$ cat src/rtl/imem_arbiter.sv
// imem_arbiter: shares one instruction-memory port between fetch (F) and a
// loader/debug port (L). Round-robin grant, at most one request per cycle,
// in-order owner FIFO routes each response back to its issuer, and a fetch
// redirect kills responses to fetch requests still in flight.
//
// Ports:
//   clk, rst                         clock, synchronous active-high reset
//   f_req_* / f_flush / f_rsp_*      fetch request, redirect, response
//   l_req_* / l_rsp_*                loader request and response
//   mem_addr/_valid, mem_tag_out     memory request (always accepted)
//   mem_rdata/_valid, mem_tag_in     in-order memory response
//   orphan_err                       sticky: response with nothing outstanding
module imem_arbiter #(
  parameter int unsigned XLEN    = 32,
  parameter int unsigned ADDR_W  = 16,
  parameter int unsigned DATA_W  = 32,
  parameter int unsigned MAX_OUT = 4
) (
  input  logic              clk,
  input  logic              rst,
  input  logic              f_req_valid,
  output logic              f_req_ready,
  input  logic [ADDR_W-1:0] f_req_addr,
  input  logic [XLEN-1:0]   f_req_tag,
  input  logic              f_flush,
  output logic              f_rsp_valid,
  output logic [DATA_W-1:0] f_rsp_data,
  output logic [XLEN-1:0]   f_rsp_tag,
  input  logic              l_req_valid,
  output logic              l_req_ready,
  input  logic [ADDR_W-1:0] l_req_addr,
  input  logic [XLEN-1:0]   l_req_tag,
  output logic              l_rsp_valid,
  output logic [DATA_W-1:0] l_rsp_data,
  output logic [XLEN-1:0]   l_rsp_tag,
  output logic [ADDR_W-1:0] mem_addr,
  output logic              mem_addr_valid,
  output logic [XLEN-1:0]   mem_tag_out,
  input  logic [DATA_W-1:0] mem_rdata,
  input  logic              mem_rdata_valid,
  input  logic [XLEN-1:0]   mem_tag_in,
  output logic              orphan_err
);

  localparam int unsigned PTR_W = (MAX_OUT > 1) ? $clog2(MAX_OUT) : 1;
  localparam int unsigned CNT_W = $clog2(MAX_OUT + 1);

  // Owner FIFO: own_q bit 1 = loader, kill_q marks a fetch entry to drop.
  logic [MAX_OUT-1:0] own_q;
  logic [MAX_OUT-1:0] kill_q;
  logic [PTR_W-1:0]   wptr;
  logic [PTR_W-1:0]   rptr;
  logic [CNT_W-1:0]   cnt;
  logic               prio;   // 0: fetch wins a tie, 1: loader wins

  logic not_full;
  logic has_out;
  logic elig_f;
  logic elig_l;
  logic grant_f;
  logic grant_l;
  logic push;
  logic pop;
  logic head_own;
  logic head_kill;

  // Arbitration and response routing; readiness follows the registered count.
  always_comb begin
    not_full  = (cnt != CNT_W'(MAX_OUT));
    has_out   = (cnt != '0);
    elig_f    = f_req_valid & ~f_flush & not_full;
    elig_l    = l_req_valid & not_full;
    grant_f   = elig_f & (~elig_l | ~prio);
    grant_l   = elig_l & ~grant_f;
    push      = grant_f | grant_l;
    pop       = mem_rdata_valid & has_out;
    head_own  = own_q[rptr];
    head_kill = kill_q[rptr];

    f_req_ready    = grant_f;
    l_req_ready    = grant_l;
    mem_addr_valid = push;
    mem_addr       = '0;
    mem_tag_out    = '0;
    if (grant_f) begin
      mem_addr    = f_req_addr;
      mem_tag_out = f_req_tag;
    end else if (grant_l) begin
      mem_addr    = l_req_addr;
      mem_tag_out = l_req_tag;
    end

    // A fetch response coinciding with a flush is dropped as well.
    f_rsp_valid = pop & ~head_own & ~head_kill & ~f_flush;
    l_rsp_valid = pop & head_own;
    f_rsp_data  = f_rsp_valid ? mem_rdata  : '0;
    f_rsp_tag   = f_rsp_valid ? mem_tag_in : '0;
    l_rsp_data  = l_rsp_valid ? mem_rdata  : '0;
    l_rsp_tag   = l_rsp_valid ? mem_tag_in : '0;
  end

  // FIFO pointers, count, priority and sticky orphan flag.
  always_ff @(posedge clk) begin
    if (rst) begin
      own_q      <= '0;
      kill_q     <= '0;
      wptr       <= '0;
      rptr       <= '0;
      cnt        <= '0;
      prio       <= 1'b0;
      orphan_err <= 1'b0;
    end else begin
      // Marking stale slots too is harmless: a push rewrites kill.
      if (f_flush) kill_q <= kill_q | ~own_q;
      if (push) begin
        own_q[wptr]  <= grant_l;
        kill_q[wptr] <= 1'b0;
        wptr         <= wptr + PTR_W'(1);
        prio         <= grant_f;
      end
      if (pop) rptr <= rptr + PTR_W'(1);
      case ({push, pop})
        2'b10:   cnt <= cnt + CNT_W'(1);
        2'b01:   cnt <= cnt - CNT_W'(1);
        default: cnt <= cnt;
      endcase
      if (mem_rdata_valid & ~has_out) orphan_err <= 1'b1;
    end
  end

endmodule

$ cat config.mk
export PLATFORM = sky130hd
export DESIGN_NAME = imem_arbiter
export DESIGN_NICKNAME = d
export VERILOG_FILES = /design/src/rtl/imem_arbiter.sv
export SDC_FILE = /design/constraint.sdc
export NUM_CORES = 1
export LEC_CHECK = 0
export BUFFER_PORTS_ARGS = -buffer_cell sky130_fd_sc_hd__buf_4
export CORE_AREA = 2 2 136 138
export CTS_CLUSTER_SIZE = 24
export DETAILED_ROUTE_END_ITERATION = 10
export DIE_AREA = 0 0 138 140
export HOLD_SLACK_MARGIN = 0.08
export PLACE_DENSITY = 0.43
export SYNTH_ARGS = -nofsm -noshare
export SYNTH_HDL_FRONTEND = slang
export SYNTH_SLANG_ARGS = --single-unit
$ cat constraint.sdc
create_clock -name clk -period 4.4 [get_ports clk]
set_clock_uncertainty 0.2 [all_clocks]
set_input_delay 0.44 -clock clk [delete_from_list [all_inputs] [get_ports clk]]
set_output_delay 0.44 -clock clk [all_outputs]
set_load 0.005 [all_outputs]
### Yosys cells after proc, flatten, opt, wreduce, memory -nomap -nowiden

Index checks and enable logic that the tools add are counted.

| word-level totals | value |
|---|---|
| output and inout port bits | 182 |
| input port bits | 166 |
| bits in registers | 17 |

| cells by class | value |
|---|---|
| bitwise operators | 24 |
| muxes and demuxes | 19 |
| add/sub/neg operators | 4 |
| magnitude comparators | 3 |
| equal/unequal tests | 3 |
| reduce and logical (&&, ||, !) cells | 3 |

Operators by type and width:

| operator | number |
|---|---|
| 32-bit 2-to-1 mux | 6 |
| 16-bit 2-to-1 mux | 2 |
| 4-bit 2-to-1 mux | 3 |
| 1-bit AND | 11 |
| 4-bit NOT | 2 |
| 1-bit NOT | 7 |
| 2-bit by 3-bit < comparator with 1-bit output (second input constant) | 2 |
| 3-bit case mux with 2 select lines | 1 |
| 2-bit by 1-bit adder with 2-bit output (second input constant) | 2 |
| 4-bit AND | 1 |
| 1-bit binary-select mux with 2-bit select | 2 |
| 4-bit bitwise mux | 1 |
| 4-bit OR | 1 |
| 3-bit by 1-bit adder with 3-bit output (second input constant) | 1 |
| 1-bit 2-to-1 mux | 3 |
| 3-bit != test (second input constant) | 1 |
| 3-bit nonzero test | 1 |
| 3-bit by 1-bit subtractor with 3-bit output (second input constant) | 1 |
| 1-bit demux with 2-bit select | 1 |
| 2-bit by 1-bit equality test with 1-bit output (second input constant) | 1 |
| 2-bit equality test (second input constant) | 1 |
| 2-bit by 1-bit >= comparator with 1-bit output (second input constant) | 1 |
| 1-bit OR | 2 |
| 2-bit nonzero test | 1 |
| 1-bit logical AND | 1 |

### Longest topological paths before layout

Gate-level depths: netlist (run 1).

| depth | value |
|---|---|
| word-level depth | 10 |
| mapped depth | 11 |
| depth with buffers taken out | 9 |

### Least setup slack after synthesis (run 1)

OpenSTA, ideal clock, no wires.

| path | value |
|---|---|
| path kind | register to register |
| start | register cnt[2] |
| end | register cnt[2] |
| path slack | 1.665 ns |
| library setup time | 0.071 ns |
| cell stages (with the launch flop) | 12 |
| required time | 4.129 ns |
| period minus slack after synthesis | 2.735 ns |
| arrival | 2.464 ns |
| cell sequence | dfxtp_1 or3b_2 buf_2 o21a_1 buf_2 inv_1 ha_1 inv_1 fa_1 xor2_1 or3_1 a21oi_1 |

| between the ends | value |
|---|---|
| cells in the longest elaborated chain, start to end | 10 |
| elaborated cells on any way between the ends | 17 |
| classes of those cells | 2 x add/sub; 3 x eq/ne; 1 x mux; 9 x bitwise; 2 x reduce/logical |

RTL lines:

| element | line | RTL |
|---|---|---|
| start: declaration | 53 | `logic [CNT_W-1:0] cnt;` |
| start signal: assignment | 123 | `2'b10: cnt <= cnt + CNT_W'(1);` |
| start signal: assignment | 124 | `2'b01: cnt <= cnt - CNT_W'(1);` |
| start signal: assignment | 125 | `default: cnt <= cnt;` |
| 3-bit != test (*) | 69 | `not_full = (cnt != CNT_W'(MAX_OUT));` |
| 1-bit AND | 72 | `elig_l = l_req_valid & not_full;` |
| 1-bit NOT | 73 | `grant_f = elig_f & (~elig_l \| ~prio);` |
| 1-bit OR | 73 |  |
| 1-bit AND | 73 |  |
| 1-bit NOT | 74 | `grant_l = elig_l & ~grant_f;` |
| 1-bit AND | 74 |  |
| 1-bit OR (*) | 75 | `push = grant_f \| grant_l;` |
| net mem_addr_valid | 37 | `output logic mem_addr_valid,` |
| 2-bit by 1-bit equality test with 1-bit output or 2-bit equality test (tied branches) | 122 | `case ({push, pop})` |
| 3-bit case mux with 2 select lines or 2-bit nonzero test (tied branches) | - |  |

The timed path passes the listed nets; every way through them passes the cells marked *.
A chain may end at the register's enable or synchronous reset.

### Worst setup path after layout (run 1)

| path | value |
|---|---|
| start | register rptr[0] |
| end | output port f_rsp_data[30] |

| between the ends | value |
|---|---|
| cells in the longest elaborated chain, start to end | 7 |
| elaborated cells on any way between the ends | 10 |
| classes of those cells | 5 x mux; 5 x bitwise |

RTL lines:

| element | line | RTL |
|---|---|---|
| start: declaration | 52 | `logic [PTR_W-1:0] rptr;` |
| start signal: assignment | 121 | `if (pop) rptr <= rptr + PTR_W'(1);` |
| 1-bit binary-select mux with 2-bit select | 77 | `head_own = own_q[rptr];` |
| 1-bit 2-to-1 mux (implied by the code) | 77 |  |
| 1-bit NOT | 94 | `f_rsp_valid = pop & ~head_own & ~head_kill & ~f_flush;` |
| 1-bit AND | 94 |  |
| 1-bit AND (*) (2 in a row) | 94 |  |
| 32-bit 2-to-1 mux (*) | 96 | `f_rsp_data = f_rsp_valid ? mem_rdata : '0;` |
| end: declaration | 27 | `output logic [DATA_W-1:0] f_rsp_data,` |

Every way passes the cells marked *; elsewhere a longest branch is shown, timed or not. The select of a mux whose other input is x is not followed.

==> out/qor.txt, run 1 <==
CTS tree - built
Initial Utilization - 13.3%
P_leak - 2.96 nW
DP HPWL - 12.9 mm
clock power share - 14.0%
Setup-failing EPs final - 0
ranking of synthesized cells by area - and2_1 18%, and3_1 17%, a22oi_1 15%
Final WS setup - 0.949 ns
synthesized flop and latch total - 17
Most used DFF post-synth - dfxtp_1
cells along the critical path - mux4_2 > nor4b_4 > buf_4 > and2_1 > buf_4
Clk pin slew, worst setup/hold paths - 0.05 ns
width of the die - 138 microns
Cells after DPL - 895
Comb power frac - 68.8%
unrepaired setup endpoints after global routing - no
minimum clock period - 3.45 ns
Layout Cells excl Fill - 899
syn avg cell area - 6.66 sq um
Worst Setup Path Type - flip-flop to output pin
async set-reset flop share out of synthesis - 0%
pre-CTS WS - 1.15 ns
Sw Pwr - 0.000531 W
DRC - 0
worst-skew pair later-pin latency - 0.25 ns
routed length per instance - 16.7 microns
All-Layer GR Usage - 14.2%
Worst setup EP type - output pin
drt first pass iters - 4
fin crit share - 78.4%
TritonCTS Buffers - 3
status - complete, no violations
clock sinks - 17
FP Rows - 49
Worst Path Arrival - 2.81 ns
Layout area overhead - 120%
most frequent cell after synthesis - and2_1
Placed Area - 5130 sq um
Max transition margin - 22.4%
Critical Path Most Common Cell - buf_4
EDFF count, synth - 0
first-pass GRT wire length - 22.1 mm
clock buffer depth - 2
mapped cell area - 2370 sq um
Flop pwr share - 17.2%
Core Box Area - 17800 sq um
Hold Buf Count CTS - 0
Final Hold Fails - 0
most common library cells after synthesis - 67 x and2_1, 65 x and3_1, 55 x nor2_1
Die Span Y - 140 microns
htree depth - 1
Synth top area share - 17.7%
Worst path top cell family by delay - multiplexers
vias in the first global route - 3796
CTS root buf - clkbuf_16
max incr delay on CP - 0.94 ns
Vias/cell - 4.22
Worst Path Required - 3.76 ns
Yosys cell types - 30
Seq/Total Area, Yosys - 14.4%
CP bufs+invs - 2
via count - 3790
VDD IR-drop max - 0.111 mV
nets - 843
worst min-delay path class - input pin to flip-flop
Internal Power - 0.000762 W
cell count after synthesis - 356
share of layout cells above drive strength 1 - 53.7%
setup_tns - 0 ns
I/O Buffers - 347
Initial DRC Count - 65
RePlAce Congestion - 0.812
Routed WL - 15.0 mm
largest net degree at the start of global routing - 67
Critical Path Fanout Max - 66
cell taking the most area after synthesis - and2_1
Syn. warnings - 0
fin area - 5210 sq um
initial antenna violation count - 0
die area - 19300 sq um
CTS resizes - 0
I/O pins - 348
Worst path slowest cell - mux4_2
Synthesized Nets - 528
P per Cell Area - 248 nW/um^2
Sw Ratio - 41.1%
Final ANT Viol Nets - 0
Peak Freq - 290 MHz
Max Cap Viol - 0
Slew @ Worst Pin - 1.16 ns
Pins Over Slew Limit - 0
ant diodes - 0
fill count - 1985
Post-CTS Setup Bufs - 0
total global routing overflow - 0
Worst setup SP type - flip-flop
## worst reg2reg max path: stages (launching register included)
cell and delay [ns]:
dfxtp_1 0.39, or3b_2 0.60, o21a_1 0.32, inv_1 0.15
ha_1 0.20, inv_1 0.06, fa_1 0.37, xor2_1 0.16
or3_1 0.31, a21oi_1 0.14
## stage by stage
stage	hold WS, ns	util (%)	power (W)
finish	0.232	29.3	0.00129
global route	0.239	29.3	0.00140
CTS	0.233	29.3	0.00131
detailed placement	0.265	28.9	0.00113
global placement	0.259	28.9	0.00112
floorplan	0.260	-	0.000647
## worst paths after layout
kind,startpoint,depth (start not counted),slack (ns),to
setup reg to reg,cnt[2],9,1.44,cnt[2]
hold reg to reg,orphan_err,2,0.27,orphan_err
hold / removal,mem_rdata_valid,3,0.23,orphan_err
setup / recovery,rptr[0],5,0.95,f_rsp_data[30]
## state kept, by name (all words and copies together) (netlist names)
signal,flops
kill_q,4
orphan_err,1
wptr,2
own_q,4
rptr,2
prio,1
cnt,3
## cell type report
| type | count | area [sq um] | share of cell area [%] |
|---|---|---|---|
| clock buffer | 4 | 78.8 | 1.51 |
| tap | 229 | 287 | 5.50 |
| timing repair buffer | 351 | 2640 | 50.6 |
| sequential | 17 | 340 | 6.53 |
| multi-input combinational | 288 | 1830 | 35.2 |
| inverter | 10 | 37.5 | 0.720 |
## power by group through the flow
stage               logic (W)  registers (W)  clock network [W]
finish               0.000889       0.000222           0.000181
global route         0.000984       0.000228           0.000193
CTS                  0.000905       0.000222           0.000185
detailed placement   0.000904       0.000225                  0
global placement     0.000894       0.000223                  0
floorplan            0.000431       0.000217                  0
## kinds of logic (layout without fill, tap and decap cells)
family | count (synthesis) | in the layout | synth area share, %
flip-flops | 17 | 17 | 14.4
XOR/XNOR | 5 | 5 | 1.85
adder cells (fa/ha/maj) | 6 | 6 | 3.48
multiplexers | 2 | 2 | 1.90
buffers and inverters | 51 | 365 | 9.24
AO/OA/AOI/OAI | 75 | 75 | 22.3
AND/OR/NAND/NOR | 200 | 200 | 46.9
## cells in the final DEF, fill, tap and decap left out, types with 4 or more instances in the layout
master,instances
inv_1,10
buf_4,351
nor2_1,55
and2_1,67
a21o_1,4
dfxtp_1,17
nand3_1,4
a22oi_1,48
a211oi_1,4
a21oi_1,13
and3_1,65
ha_1,5
## per-layer routing
| metal | GRT usage [%] | routed length [microns] |
|---|---|---|
| met1 | 15.3 | 5440 |
| met2 | 28.1 | 8040 |
| met3 | 3.79 | 1360 |
| met4 | 2.31 | 133 |
| met5 | 0 | 0 |
Power figures use the tool's default switching activity.
==> run 2, diff against run 1 <==
ABC_AREA = 1   (was default)
CORE_AREA = 2 2 135 137   (was 2 2 136 138)
DIE_AREA = 0 0 137 139   (was 0 0 138 140)
PLACE_DENSITY = 0.45   (was 0.43)
clock period = 3.2 ns   (was 4.4 ns; I/O delays follow)
==> out/qor.txt, run 2 <==
status - complete, no violations
clock sinks - 17
RR Startpoint - cnt[0]
Post-CTS Setup Bufs - 0
EDFF count, synth - 0
ant diodes - 0
DRC - 0
vias in the first global route - 3843
nets - 1003
via count - 4062
Initial DRC Count - 101
P per Cell Area - 333 nW/um^2
Pins Over Slew Limit - 0
worst min-delay path class - input pin to flip-flop
routed length per instance - 13.9 microns
commonest non-fill, non-tap cell in the layout - buf_4
Max Cap Viol - 0
fill count - 2035
CTS root buf - clkbuf_16
CP startpoint - cnt[0]
Synth top area share - 19.5%
drt first pass iters - 4
Core Box Area - 17700 sq um
All-Layer GR Usage - 14.0%
most common library cells after synthesis - 134 x nand2_1, 91 x nor2_1, 83 x inv_1
Layout Cells excl Fill - 1059
Routed WL - 14.7 mm
Most used DFF post-synth - dfxtp_1
Worst Setup Path Type - flip-flop to output pin
die area - 19000 sq um
cell count after synthesis - 501
ranking of synthesized cells by area - nand2_1 20%, nor2_1 13%, dfxtp_1 13%
TritonCTS Buffers - 3
worst-skew pair later-pin latency - 0.24 ns
Max transition margin - 56.8%
most frequent cell after synthesis - nand2_1
I/O Buffers - 347
Peak Freq - 372 MHz
Clk pin slew, worst setup/hold paths - 0.05 ns
htree depth - 1
fin crit share - 84.1%
mapped cell area - 2580 sq um
Synthesized Nets - 673
P_leak - 3.33 nW
Pwr Total - 0.00181 W
CTS tree - built
RR Endpoint - cnt[2]
largest net degree at the start of global routing - 55
setup_tns - 0 ns
VDD IR-drop max - 0.179 mV
synthesized flop and latch total - 17
FF-to-FF setup slack - 0.95 ns
cell taking the most area after synthesis - nand2_1
reg2reg path depth - 10
Hold Buf Count CTS - 1
total global routing overflow - 0
clock buffer depth - 2
RePlAce Congestion - 0.827
syn avg cell area - 5.14 sq um
biggest regs - kill_q (4), own_q (4), cnt (3)
Cells after DPL - 1054
Worst Path Arrival - 2.17 ns
Worst setup SP type - flip-flop
Vias/cell - 3.84
Syn. warnings - 0
Setup-failing EPs final - 0
async set-reset flop share out of synthesis - 0%
Initial Utilization - 14.6%
FP Rows - 49
Worst Path Required - 2.68 ns
Seq/Total Area, Yosys - 13.2%
width of the die - 137 microns
Yosys cell types - 19
first-pass GRT wire length - 21.1 mm
Final Hold Fails - 0
Die Span Y - 139 microns
minimum clock period - 2.69 ns
DP HPWL - 12.7 mm
Final ANT Viol Nets - 0
share of layout cells above drive strength 1 - 50.2%
CTS resizes - 0
I/O pins - 348
Critical Path Fanout Max - 37
CP endpoint - f_rsp_data[26]
Worst setup EP type - output pin
Slew @ Worst Pin - 0.649 ns
unrepaired setup endpoints after global routing - no
most frequent cells in the layout - 351 x buf_4, 134 x nand2_1, 91 x nor2_1
Hold Slack - 0.199 ns
initial antenna violation count - 0
Layout area overhead - 112%
-- run 2: changes by cell type after synthesis, moves of 5 or more --
| cell | delta |
|---|---|
| nand2_1 | +131 |
| inv_1 | +73 |
| and2_1 | -67 |
| and3_1 | -65 |
| nand3_1 | +56 |
| nor2_2 | +51 |
| a22oi_1 | -48 |
| nor2_1 | +36 |
| clkbuf_1 | -29 |
| buf_2 | +12 |
| buf_6 | +7 |
| o21ai_0 | +7 |
| inv_2 | +6 |
| a21oi_1 | -5 |
-- run 2: logic make-up (layout without fill, tap and decap cells) --
| group | Yosys count | in the layout | share of synthesized area [%] |
|---|---|---|---|
| simple gates | 340 | 340 | 58.0 |
| buf+inv | 120 | 449 | 21.5 |
| flops | 17 | 17 | 13.2 |
| compound gates | 18 | 18 | 4.13 |
| fa+ha+maj | 6 | 6 | 3.21 |
-- run 2: metrics by stage --
| step | util (%) | area, sq um | setup WS, ns |
|---|---|---|---|
| 2_1_floorplan | - | 2580 | 1.19 |
| 3_3_place_gp | 30.4 | 5360 | 0.776 |
| 3_5_place_dp | 30.4 | 5360 | 0.737 |
| 4_1_cts | 30.9 | 5450 | 0.465 |
| 5_1_grt | 30.9 | 5450 | 0.270 |
| 6_report | 30.9 | 5450 | 0.510 |
-- run 2: worst min path at each step --
stage / startpoint / endpoint / cells past startpoint
after global placement: orphan_err / orphan_err / 2
after floorplan: rst / orphan_err / 1
after global routing: f_flush / kill_q[2] / 3
final: f_flush / kill_q[2] / 3
after CTS: f_flush / kill_q[2] / 3
after detailed placement: orphan_err / orphan_err / 2
-- run 2: critical path, stage by stage, from the launching register on --
cell     delay (ns)
dfxtp_1        0.38
nor2_2         0.07
nand2_1        0.05
nand2_1        0.09
nor2_1         0.18
nand3_4        0.49
buf_12         0.39
nor2_2         0.10
buf_4          0.11
-- run 2: final cells by class --
type / count / area, sq um / share of cell area, %
well taps: 229 / 287 / 5.26
inverters: 90 / 338 / 6.20
flip-flops and latches: 17 / 340 / 6.25
clock buffers: 4 / 78.8 / 1.45
multi-input cells: 364 / 1700 / 31.2
repair buffers: 355 / 2710 / 49.6
-- run 2: report_power, final --
group / internal, W / switching [W]
registers: 0.000256 / 0.0000367
logic: 0.000621 / 0.000650
clock network: 0.000169 / 0.0000788
-- run 2: routing by layer --
layer  global-route usage [%]  part of all wire [%]
met4                     3.26                   1.8
met3                     4.35                    12
met1                     15.3                    37
met2                     26.0                    50
met5                        0                     0
==> run 3, diff against run 2 <==
clock period = 2.81 ns   (was 3.2 ns; I/O delays follow)
==> out/qor.txt, run 3 (synthesis results as in run 2) <==
Final ANT Viol Nets - 0
Peak Freq - 419 MHz
max incr delay on CP - 0.38 ns
CTS root buf - clkbuf_16
Initial DRC Count - 82
DRC - 0
Worst Path Arrival - 1.91 ns
register area - 340 sq um
Final Hold Fails - 0
pre-CTS WS - 0.655 ns
Worst path slowest cell - dfxtp_1
Setup-failing EPs final - 0
Max Cap Viol - 0
TritonCTS Buffers - 3
I/O pins - 348
Worst setup SP type - flip-flop
minimum clock period - 2.39 ns
Clk pin slew, worst setup/hold paths - 0.05 ns
Critical Path Fanout Max - 24
die area - 19000 sq um
most frequent cells in the layout - 353 x buf_4, 134 x nand2_1, 91 x nor2_1
routed length per instance - 13.9 microns
Slew @ Worst Pin - 0.542 ns
width of the die - 137 microns
RePlAce Congestion - 0.827
initial antenna violation count - 0
Final WS setup - 0.421 ns
footprint of the multi-input gates - 1700 sq um
first-pass GRT wire length - 21.4 mm
ant diodes - 0
clock sinks - 17
htree depth - 1
commonest non-fill, non-tap cell in the layout - buf_4
fill count - 2033
Layout area overhead - 113%
nets - 1006
share of layout cells above drive strength 1 - 50.4%
largest net degree at the start of global routing - 55
I/O Buffers - 347
Die Span Y - 139 microns
VDD IR-drop max - 0.193 mV
Worst setup EP type - output pin
CTS tree - built
cells along the critical path - nor2_2 > nand2_1 > nand2_1 > nor2_1 > nand3_4 > buf_12 > nor2_1 > buf_4
unrepaired setup endpoints after global routing - no
Worst Path Required - 2.33 ns
setup_tns - 0 ns
clock buffer depth - 2
Max transition margin - 63.9%
fin crit share - 85.0%
DP HPWL - 12.6 mm
worst-skew pair later-pin latency - 0.25 ns
P per Cell Area - 379 nW/um^2
Worst path top cell family by delay - simple AND/OR/NAND/NOR gates
vias in the first global route - 3837
Routed WL - 14.7 mm
All-Layer GR Usage - 14.2%
Worst Setup Path Type - flip-flop to output pin
CP bufs+invs - 2
status - complete, no violations
via count - 4067
Post-CTS Setup Bufs - 0
Initial Utilization - 14.6%
total global routing overflow - 0
FP Rows - 49
worst min-delay path class - input pin to flip-flop
P_leak - 3.35 nW
Pins Over Slew Limit - 0
drt first pass iters - 4
Hold Slack - 0.135 ns
Vias/cell - 3.83
biggest regs - kill_q (4), own_q (4), cnt (3)
Core Box Area - 17700 sq um
-- run 3: changes by cell type in the layout (fill, tap and decap cells not counted), sizes merged --
cell | previous run | this run
buf | 354 | 357
-- run 3: power breakdown --
group	total, W	switching (W)	leakage, nW	internal, W
Clock	0.000285	0.0000925	0.0382	0.000193
Sequential	0.000334	0.0000424	0.140	0.000292
Combinational	0.00146	0.000735	3.17	0.000721
Total	0.00208	0.000870	3.35	0.00121
-- run 3: final cells by class --
class / instances / share of cell area, %
clock buffer: 4 / 1.44
inverter: 90 / 6.16
multi-input combinational: 364 / 31.0
sequential: 17 / 6.21
tap: 229 / 5.22
timing repair buffer: 358 / 50.0
-- run 3: worst reg2reg max path: stages (launching register included) --
cell and delay (ns):
dfxtp_1 0.33, nor2_2 0.14, nand2_1 0.15, o21ai_0 0.11
buf_4 0.15, ha_1 0.16, inv_1 0.06, fa_1 0.38
nand2_1 0.08, nand3_1 0.08, o21ai_0 0.15, a21oi_1 0.05
-- run 3: per-layer routing --
metal | routed length, microns | vias up | global-route usage, % | share of wire (%)
met2 | 7570 | 218 | 27.6 | 51
met5 | 0 | - | 0 | 0
li1 | - | 2134 | - | -
met4 | 130 | 0 | 2.12 | 0.88
met1 | 5310 | 1709 | 15.0 | 36
met3 | 1700 | 6 | 4.13 | 12
-- run 3: path summary, 6_finish.rpt --
kind                   startpoint       endpoint  slack, ns  cells past startpoint
hold reg to reg        orphan_err     orphan_err       0.25                      2
hold / removal    mem_rdata_valid     orphan_err       0.13                      3
setup / recovery           cnt[0]  f_rsp_tag[31]       0.42                      8
setup reg to reg           cnt[0]         cnt[2]       0.66                     11
-- run 3: timing repair --
item,in CTS,in global routing
hold buffers,1,0
gates resized for setup,0,0
hold endpoints to repair,2,0
-- run 3: stage by stage --
stage	total power (W)	cells	cell area (sq um)	utilization [%]
finish	0.00208	1062	5480	31.1
global route	0.00228	1062	5480	31.1
CTS	0.00211	1062	5480	31.1
detailed placement	0.00182	1057	5400	30.6
global placement	0.00183	1057	5400	30.6
floorplan	0.00102	501	2580	-
